--- src/rtl/demux_pkg.sv ---
// demux_pkg: shared mode constants, drop-counter width and clog2 helper for the stream demux
package demux_pkg;
  localparam logic DEMUX_UNICAST = 1'b0;
  localparam logic DEMUX_BCAST = 1'b1;
  localparam int DEMUX_DROP_W = 8;
  function automatic int clog2(input int v);
    int r;
    r = 0;
    for (int i = 0; i < 31; i++) if ((1 << i) < v) r = i + 1;
    return r;
  endfunction
endpackage

--- src/rtl/demux_stream_1xn_if.sv ---
// demux_stream_1xn_if: producer-side and consumer-side stream signals of the 1-to-N demux
// Ports: in_valid/in_ready/in_sel/in_bcast/in_data (producer), out_valid/out_ready/out_data
// (N consumers, channel k at out_data[k*DW +: DW]), err_sel pulse and drop_cnt status.
// master = producer/consumer side, slave = demux side.
interface demux_stream_1xn_if #(
  parameter int N_CH = 16,
  parameter int DW = 8,
  parameter int SEL_W = 4
);
  import demux_pkg::*;
  logic in_valid;
  logic in_ready;
  logic [SEL_W-1:0] in_sel;
  logic in_bcast;
  logic [DW-1:0] in_data;
  logic [N_CH-1:0] out_valid;
  logic [N_CH-1:0] out_ready;
  logic [N_CH*DW-1:0] out_data;
  logic err_sel;
  logic [DEMUX_DROP_W-1:0] drop_cnt;
  modport master (
    output in_valid, in_sel, in_bcast, in_data, out_ready,
    input in_ready, out_valid, out_data, err_sel, drop_cnt
  );
  modport slave (
    input in_valid, in_sel, in_bcast, in_data, out_ready,
    output in_ready, out_valid, out_data, err_sel, drop_cnt
  );
endinterface

--- src/rtl/demux_chan_reg.sv ---
// demux_chan_reg: one-entry holding register for a single output channel
// Ports: clk, rst_n (sync active-low), load/din (write), ready (consumer), valid/dout (held word).
module demux_chan_reg #(
  parameter int DW = 8
) (
  input  logic          clk,
  input  logic          rst_n,
  input  logic          load,
  input  logic [DW-1:0] din,
  input  logic          ready,
  output logic          valid,
  output logic [DW-1:0] dout
);
  always_ff @(posedge clk) begin
    if (!rst_n) begin
      valid <= 1'b0;
      dout  <= '0;
    end else begin
      // a load in the draining cycle keeps valid high with fresh data
      valid <= load | (valid & ~ready);
      if (load) dout <= din;
    end
  end
endmodule

--- src/rtl/demux_stream_1xn.sv ---
// demux_stream_1xn: registered 1-to-N valid/ready demux with broadcast and out-of-range drop
// Ports: clk, rst_n (sync active-low), bus (demux_stream_1xn_if.slave) carrying the producer
// stream, the N consumer channels, err_sel pulse and saturating drop_cnt.
module demux_stream_1xn
  import demux_pkg::*;
#(
  parameter int N_CH = 16,
  parameter int DW = 8,
  parameter int SEL_W = 4
) (
  input logic clk,
  input logic rst_n,
  demux_stream_1xn_if.slave bus
);
  localparam int NP = 1 << SEL_W;
  localparam logic [SEL_W:0] N_CH_V = (SEL_W + 1)'(N_CH);
  if (N_CH < 2 || N_CH > 16 || SEL_W < clog2(N_CH)) begin : g_bad_cfg
    $error("demux_stream_1xn: illegal N_CH/SEL_W combination");
  end
  logic [N_CH-1:0] free;
  logic [NP-1:0] free_pad;
  logic [N_CH-1:0] load;
  logic bcast, sel_ok, acc, drop;
  logic valid_a [N_CH];
  logic [DW-1:0] dout_a [N_CH];
  assign bcast = bus.in_bcast == DEMUX_BCAST;
  assign free = ~bus.out_valid | bus.out_ready;
  // padded so out-of-range selects index a defined bit; that branch is masked anyway
  assign free_pad = NP'(free);
  assign sel_ok = {1'b0, bus.in_sel} < N_CH_V;
  assign bus.in_ready = bcast ? &free : (sel_ok ? free_pad[bus.in_sel] : 1'b1);
  assign acc = bus.in_valid & bus.in_ready;
  assign load = !acc ? '0 : bcast ? '1 : sel_ok ? (N_CH'(1) << bus.in_sel) : '0;
  assign drop = acc & ~bcast & ~sel_ok;
  for (genvar k = 0; k < N_CH; k++) begin : g_ch
    demux_chan_reg #(.DW(DW)) u_reg (
      .clk(clk),
      .rst_n(rst_n),
      .load(load[k]),
      .din(bus.in_data),
      .ready(bus.out_ready[k]),
      .valid(valid_a[k]),
      .dout(dout_a[k])
    );
  end
  always_comb begin
    bus.out_valid = '0;
    bus.out_data = '0;
    for (int k = 0; k < N_CH; k++) begin
      bus.out_valid[k] = valid_a[k];
      bus.out_data[k*DW +: DW] = dout_a[k];
    end
  end
  always_ff @(posedge clk) begin
    if (!rst_n) begin
      bus.err_sel  <= 1'b0;
      bus.drop_cnt <= '0;
    end else begin
      bus.err_sel <= drop;
      if (drop && bus.drop_cnt != '1) bus.drop_cnt <= bus.drop_cnt + 1'b1;
    end
  end
endmodule
--- src/flat_wrapper.sv ---
// flat-port wrapper written by rule: the top's interface ports become plain ports
module demux_stream_1xn_flat import demux_pkg::*;
#(
  parameter int N_CH = 16,
  parameter int DW = 8,
  parameter int SEL_W = 4
)
  (clk, rst_n, bus_in_valid, bus_in_sel, bus_in_bcast, bus_in_data, bus_out_ready, bus_in_ready, bus_out_valid, bus_out_data, bus_err_sel, bus_drop_cnt);
  demux_stream_1xn_if #(.N_CH(N_CH), .DW(DW), .SEL_W(SEL_W)) bus_i ();
  input logic clk;
  input logic rst_n;
  input wire logic [$bits(bus_i.in_valid)-1:0] bus_in_valid;
  input wire logic [$bits(bus_i.in_sel)-1:0] bus_in_sel;
  input wire logic [$bits(bus_i.in_bcast)-1:0] bus_in_bcast;
  input wire logic [$bits(bus_i.in_data)-1:0] bus_in_data;
  input wire logic [$bits(bus_i.out_ready)-1:0] bus_out_ready;
  output wire logic [$bits(bus_i.in_ready)-1:0] bus_in_ready;
  output wire logic [$bits(bus_i.out_valid)-1:0] bus_out_valid;
  output wire logic [$bits(bus_i.out_data)-1:0] bus_out_data;
  output wire logic [$bits(bus_i.err_sel)-1:0] bus_err_sel;
  output wire logic [$bits(bus_i.drop_cnt)-1:0] bus_drop_cnt;
  assign bus_i.in_valid = bus_in_valid;
  assign bus_i.in_sel = bus_in_sel;
  assign bus_i.in_bcast = bus_in_bcast;
  assign bus_i.in_data = bus_in_data;
  assign bus_i.out_ready = bus_out_ready;
  assign bus_in_ready = bus_i.in_ready;
  assign bus_out_valid = bus_i.out_valid;
  assign bus_out_data = bus_i.out_data;
  assign bus_err_sel = bus_i.err_sel;
  assign bus_drop_cnt = bus_i.drop_cnt;
  demux_stream_1xn #(.N_CH(N_CH), .DW(DW), .SEL_W(SEL_W)) u_core (.clk(clk), .rst_n(rst_n), .bus(bus_i));
endmodule
--- config.mk ---
export PLATFORM = sky130hd
export DESIGN_NAME = demux_stream_1xn_flat
export DESIGN_NICKNAME = d
export VERILOG_FILES = /design/src/rtl/demux_pkg.sv /design/src/rtl/demux_stream_1xn_if.sv /design/src/rtl/demux_chan_reg.sv /design/src/rtl/demux_stream_1xn.sv /design/src/flat_wrapper.sv
export SDC_FILE = /design/constraint.sdc
export NUM_CORES = 1
export LEC_CHECK = 0
export BUFFER_PORTS_ARGS = -buffer_cell sky130_fd_sc_hd__buf_4
export CAP_MARGIN = 20
export CORE_MARGIN = 5
export CORE_UTILIZATION = 35
export CTS_BUF_LIST = sky130_fd_sc_hd__clkbuf_8
export DETAILED_ROUTE_END_ITERATION = 10
export GPL_TIMING_DRIVEN = 0
export SYNTH_ARGS = -nofsm -noshare
export SYNTH_HDL_FRONTEND = slang
export SYNTH_HIERARCHICAL = 1
export SYNTH_SLANG_ARGS = --single-unit
--- constraint.sdc ---
create_clock -name clk -period 3.1 [get_ports clk]
set_clock_uncertainty 0.15 [all_clocks]
set_input_delay 0.465 -clock clk [delete_from_list [all_inputs] [get_ports clk]]
set_output_delay 0.465 -clock clk [all_outputs]
set_load 0.005 [all_outputs]
# == Word-level counts from Yosys, hierarchy flattened ==
# Index checks and enable logic that the tools add are counted.
# totals
in_bits,32
word_cells,91
out_inout_bits,154
reg_bits,144
# classes
n_reduce_logical,1
shift,1
n_bitwise,51
n_lt_le_gt_ge,1
muxes,5
# ops
op,n
16-bit 2-to-1 mux,2
1-bit bitwise AND,17
1-bit NOT,16
16-bit NOT,1
1-bit OR,16
16-bit OR,1
16-bit AND reduction,1
"1-bit by 4-bit << shifter with 16-bit output, first input constant",1
"4-bit by 5-bit less-than comparator with 1-bit output, second input constant",1
1-bit binary-select mux with 4-bit select,1
1-bit 2-to-1 mux,2

# == Logic depth before layout (Yosys ltp) ==
# logic_depth
word_depth,8
depth_mapped,11
depth_no_buf,7

# == Cells and area by module ==
# Netlist, hierarchy kept.
# modules_own_cells
module,area_each_um2,seq_area_each_um2,n_inst,cells_per_inst
demux_chan_reg,335.3,180.2,16,28
demux_stream_1xn,813.3,0.0,1,120

# == Worst setup path after synthesis ==
# OpenSTA, ideal clock, no wires.
# synth_path
path_type,input-to-output
from,input bus_out_ready[1]
to,output bus_in_ready
required_time_ns,2.485
arrival_time_ns,1.721
n_path_buf,2
slack_ns,0.764
cell_stages,7
cell_sequence,nand2b_1 mux4_2 a221oi_2 a21o_1 buf_6 buf_12 nand2_2
# synth_between
elab_chain_cells,4
elab_cells_between_ends,5
classes_between,mux (3); bitwise (1); reduce/logical (1)
# synth_lines
element,line,rtl
start: declaration,flat_wrapper.sv:16,input wire logic [$bits(bus_i.out_ready)-1:0] bus_out_ready;
16-bit OR (*),demux_stream_1xn.sv:27,assign free = ~bus.out_valid | bus.out_ready;
1-bit binary-select mux with 4-bit select,demux_stream_1xn.sv:31,assign bus.in_ready = bcast ? &free : (sel_ok ? free_pad[bus.in_sel] : 1'b1);
1-bit 2-to-1 mux (implied by the code),demux_stream_1xn.sv:31,
1-bit 2-to-1 mux (*),demux_stream_1xn.sv:31,
end: declaration,flat_wrapper.sv:17,output wire logic [$bits(bus_i.in_ready)-1:0] bus_in_ready;
# Mark *: on every way between the ends. The rest lies on a longest branch, timed or not. The select of a mux whose other input is x is not followed.

# == Worst setup path after layout ==
# layout_path
from,register u_core.g_ch[0].u_reg.valid
to,output bus_in_ready
# layout_between
elab_chain_cells,5
elab_cells_between_ends,6
classes_between,mux (3); bitwise (2); reduce/logical (1)
# layout_lines
element,line,rtl
start: declaration,demux_chan_reg.sv:11,"output logic valid,"
start signal: assignment,demux_chan_reg.sv:20,valid <= load | (valid & ~ready);
16-bit NOT (*),demux_stream_1xn.sv:27,
16-bit OR (*),demux_stream_1xn.sv:27,
1-bit binary-select mux with 4-bit select,demux_stream_1xn.sv:31,
1-bit 2-to-1 mux (implied by the code),demux_stream_1xn.sv:31,
1-bit 2-to-1 mux (*),demux_stream_1xn.sv:31,
# Marks and branches as above.

==> out/metrics.yaml <==
worst_setup_path:
  criticalPathCategory: "reg2out"
  reg2reg_to: "u_core/g_ch[8].u_reg/dout[3]"
  cp_max_fo: 10
  reg2reg_slack_ns: 0.58
  critPathLaunchType: "register"
  critPathRequiredTime_ns: 2.48
  setup.worst_path.start: "u_core/g_ch[0].u_reg/valid"
  ff2ff_path_depth: 9
  end_kind: "output pin"
  critical_path_arrival_ns: 2.34
  reg2reg_from: "u_core/g_ch[14].u_reg/valid"
yosys:
  ys_warn_count: 6
  ys_types: 36
  synth_area_leaders: "dfxtp_1 47%, mux2i_1 21%, nor2b_1 16%"
  yosys_most_used_dff: "dfxtp_1"
  yosys_register_bits: 144
  syn_inst: 568
  synth_top_area_frac: 0.467
  synth.yosys.seq_area_share: 0.467
  syn_area_per_cell_um2: 10.9
  yosys.area.top_type: "dfxtp_1"
  synth_async_sr_flop_share: 0
  synth_edf_count: 0
  syn_area_mm2: 0.00618
timing:
  relSlewSlack: 0.598
  post-route-period-util: 0.954
  min_period_ns: 2.96
  hold_viol: 0
  finalMaxSlewViolations: 0
  rsz0062_at_grt: "no"
  setup_violations: 0
  fin_setup_tns_ns: 0
  hold_ws_ns: 0.188
  fmax_ghz: 0.338
  max_slew.worst_pin.slew_ns: 0.601
drt:
  wl_per_cell_um: 17.6
  antenna_left: 0
  viasPerCell: 4.63
  vias: 4674
  drt_wl_total_um: 17800
  drc: 0
  dr.pass1.iters: 4
  initialDrtViolationCount: 167
global_route:
  antenna_found_initial: 0
  first_global_vias: 4707
  grt_overflow: 0
  grt_first_pass_wirelength_um: 26800
  grt_max_degree: 145
  track_usage: 0.171
floorplan:
  io-pin-count: 186
  die_area_mm2: 0.0204
  start_util: 0.357
  core_mm2: 0.0173
  rows: 48
  die_w_um: 143
  die_h_um: 143
clock_network:
  cts_buffer_depth: 2
  clk_latency_ns: 0.44
  cts.sinks: 144
  cts_setup_buffers: 0
  root_buffer: "clkbuf_8"
  htree_levels: 4
  path_clk_slew_ns: 0.08
  cts_hold_buffers: 0
  numCtsBuffers: 17
  cts_resized: 0
  cts_tree: "yes"
power:
  max-vdd-ir-drop_v: 0.000226
  power_density_mw_per_mm2: 514
  total_leakage_power_nw: 3.36
layout:
  nets: 803
  area_growth_syn_to_layout_pct: 33.2
  multiInputGateArea_mm2: 0.00297
  fillers: 1654
  layout-drive-gt1-share: 0.329
  fin_area_mm2: 0.00823
  antennaDiodeCount: 0
  ff_latch_area_mm2: 0.00288
hold_path:
  hold-path-cell-count: 3
  whs_endpoint: "u_core/g_ch[1].u_reg/valid"
  worstHoldStart: "bus_out_ready[1]"
  hold_path_class: "in2reg"
placement:
  dp_hpwl_um: 12100
  place_area_mm2: 0.00780
  numPortBuffers: 175
  gp_congestion: 0.885
outcome:
  run_status: "finished clean"
job:
  drv_cap: 0
==> critical path: stages, from the launching register on <==
cell	delay, ns
dfxtp_1	0.41
nand2b_4	0.08
mux4_2	0.48
a221oi_2	0.33
a21o_1	0.13
buf_6	0.14
buf_12	0.14
nand2_2	0.04
buf_4	0.15
==> logic make-up (layout without fill, tap and decap cells) <==
family | count (synthesis) | count (layout) | synth area share
AOI/OAI and AO/OA | 61 | 61 | 0.0703
muxes | 129 | 129 | 0.211
DFF | 144 | 144 | 0.467
and+or+nand+nor | 191 | 191 | 0.194
other | 1 | 9 | 0.000607
buffers and inverters | 42 | 250 | 0.0573
==> metrics by stage <==
step            util  worst slack, ns  instances  power [mW]
5_1_grt        0.476          0.00235       1009        4.45
3_3_place_gp   0.451            0.383        976        2.79
3_5_place_dp   0.451            0.336        976        2.80
4_1_cts        0.474            0.117       1008        4.30
2_1_floorplan      -            0.764        576        2.45
6_report       0.476            0.142       1009        4.23
==> power by group <==
| group | internal [mW] | switching [mW] | total (mW) |
|---|---|---|---|
| logic | 0.389 | 0.349 | 0.738 |
| registers | 1.95 | 0.0619 | 2.02 |
| clock network | 0.755 | 0.723 | 1.48 |
| total | 3.10 | 1.13 | 4.23 |
==> flip-flops by register name, indices dropped and copies added, names as in the netlist <==
signal / flops
u_core/g_ch.u_reg/dout: 128
u_core/g_ch.u_reg/valid: 16
==> synthesized netlist by cell type, types with 2 or more instances <==
cell type	instances
nor2b_1	156
dfxtp_1	144
mux2i_1	128
buf_6	17
o21a_1	16
o21ai_0	13
buf_4	11
a21oi_2	9
nand2_1	9
a21o_1	7
a21oi_1	7
inv_1	7
buf_2	5
nor3b_1	5
and3b_1	3
nand2b_4	3
nor2_1	3
nor3_1	3
a221oi_2	2
and3_1	2
nor4_1	2
o22ai_1	2
==> routing by layer <==
layer  GRT usage  routed length, µm  vias up
li1            -                  -     2313
met1       0.212               7730     2214
met2       0.291               8870      127
met3      0.0442                870       20
met4      0.0580                334        0
met5           0                  0        -
==> layout make-up <==
type / count / share of cell area
Multi-Input combinational cell: 390 / 0.361
Tap cell: 225 / 0.0342
Clock buffer: 19 / 0.0318
Clock inverter: 13 / 0.0167
Timing Repair Buffer: 176 / 0.163
Sequential cell: 144 / 0.350
Inverter: 7 / 0.00319
Buffer: 35 / 0.0398
==> placed cells by master, fill, tap and decap left out, drive strengths merged, types with 3 or more instances in the layout <==
master / count
and3b: 3
clkinvlp: 6
nand2: 10
nor3b: 5
clkbuf: 19
nor2: 3
dfxtp: 144
mux2i: 128
o21ai: 13
nor3: 3
o21a: 16
a21oi: 16
conb: 9
a21o: 7
nor2b: 156
buf: 210
inv: 8
clkinv: 4
nand2b: 4
==> worst max-delay path by stage <==
stage	slack (ns)	end
floorplan	0.76	bus_in_ready
global placement	0.38	bus_in_ready
detailed placement	0.34	bus_in_ready
CTS	0.12	bus_in_ready
global route	0.002	bus_in_ready
finish	0.14	bus_in_ready
(Power assumes the default switching activity.)
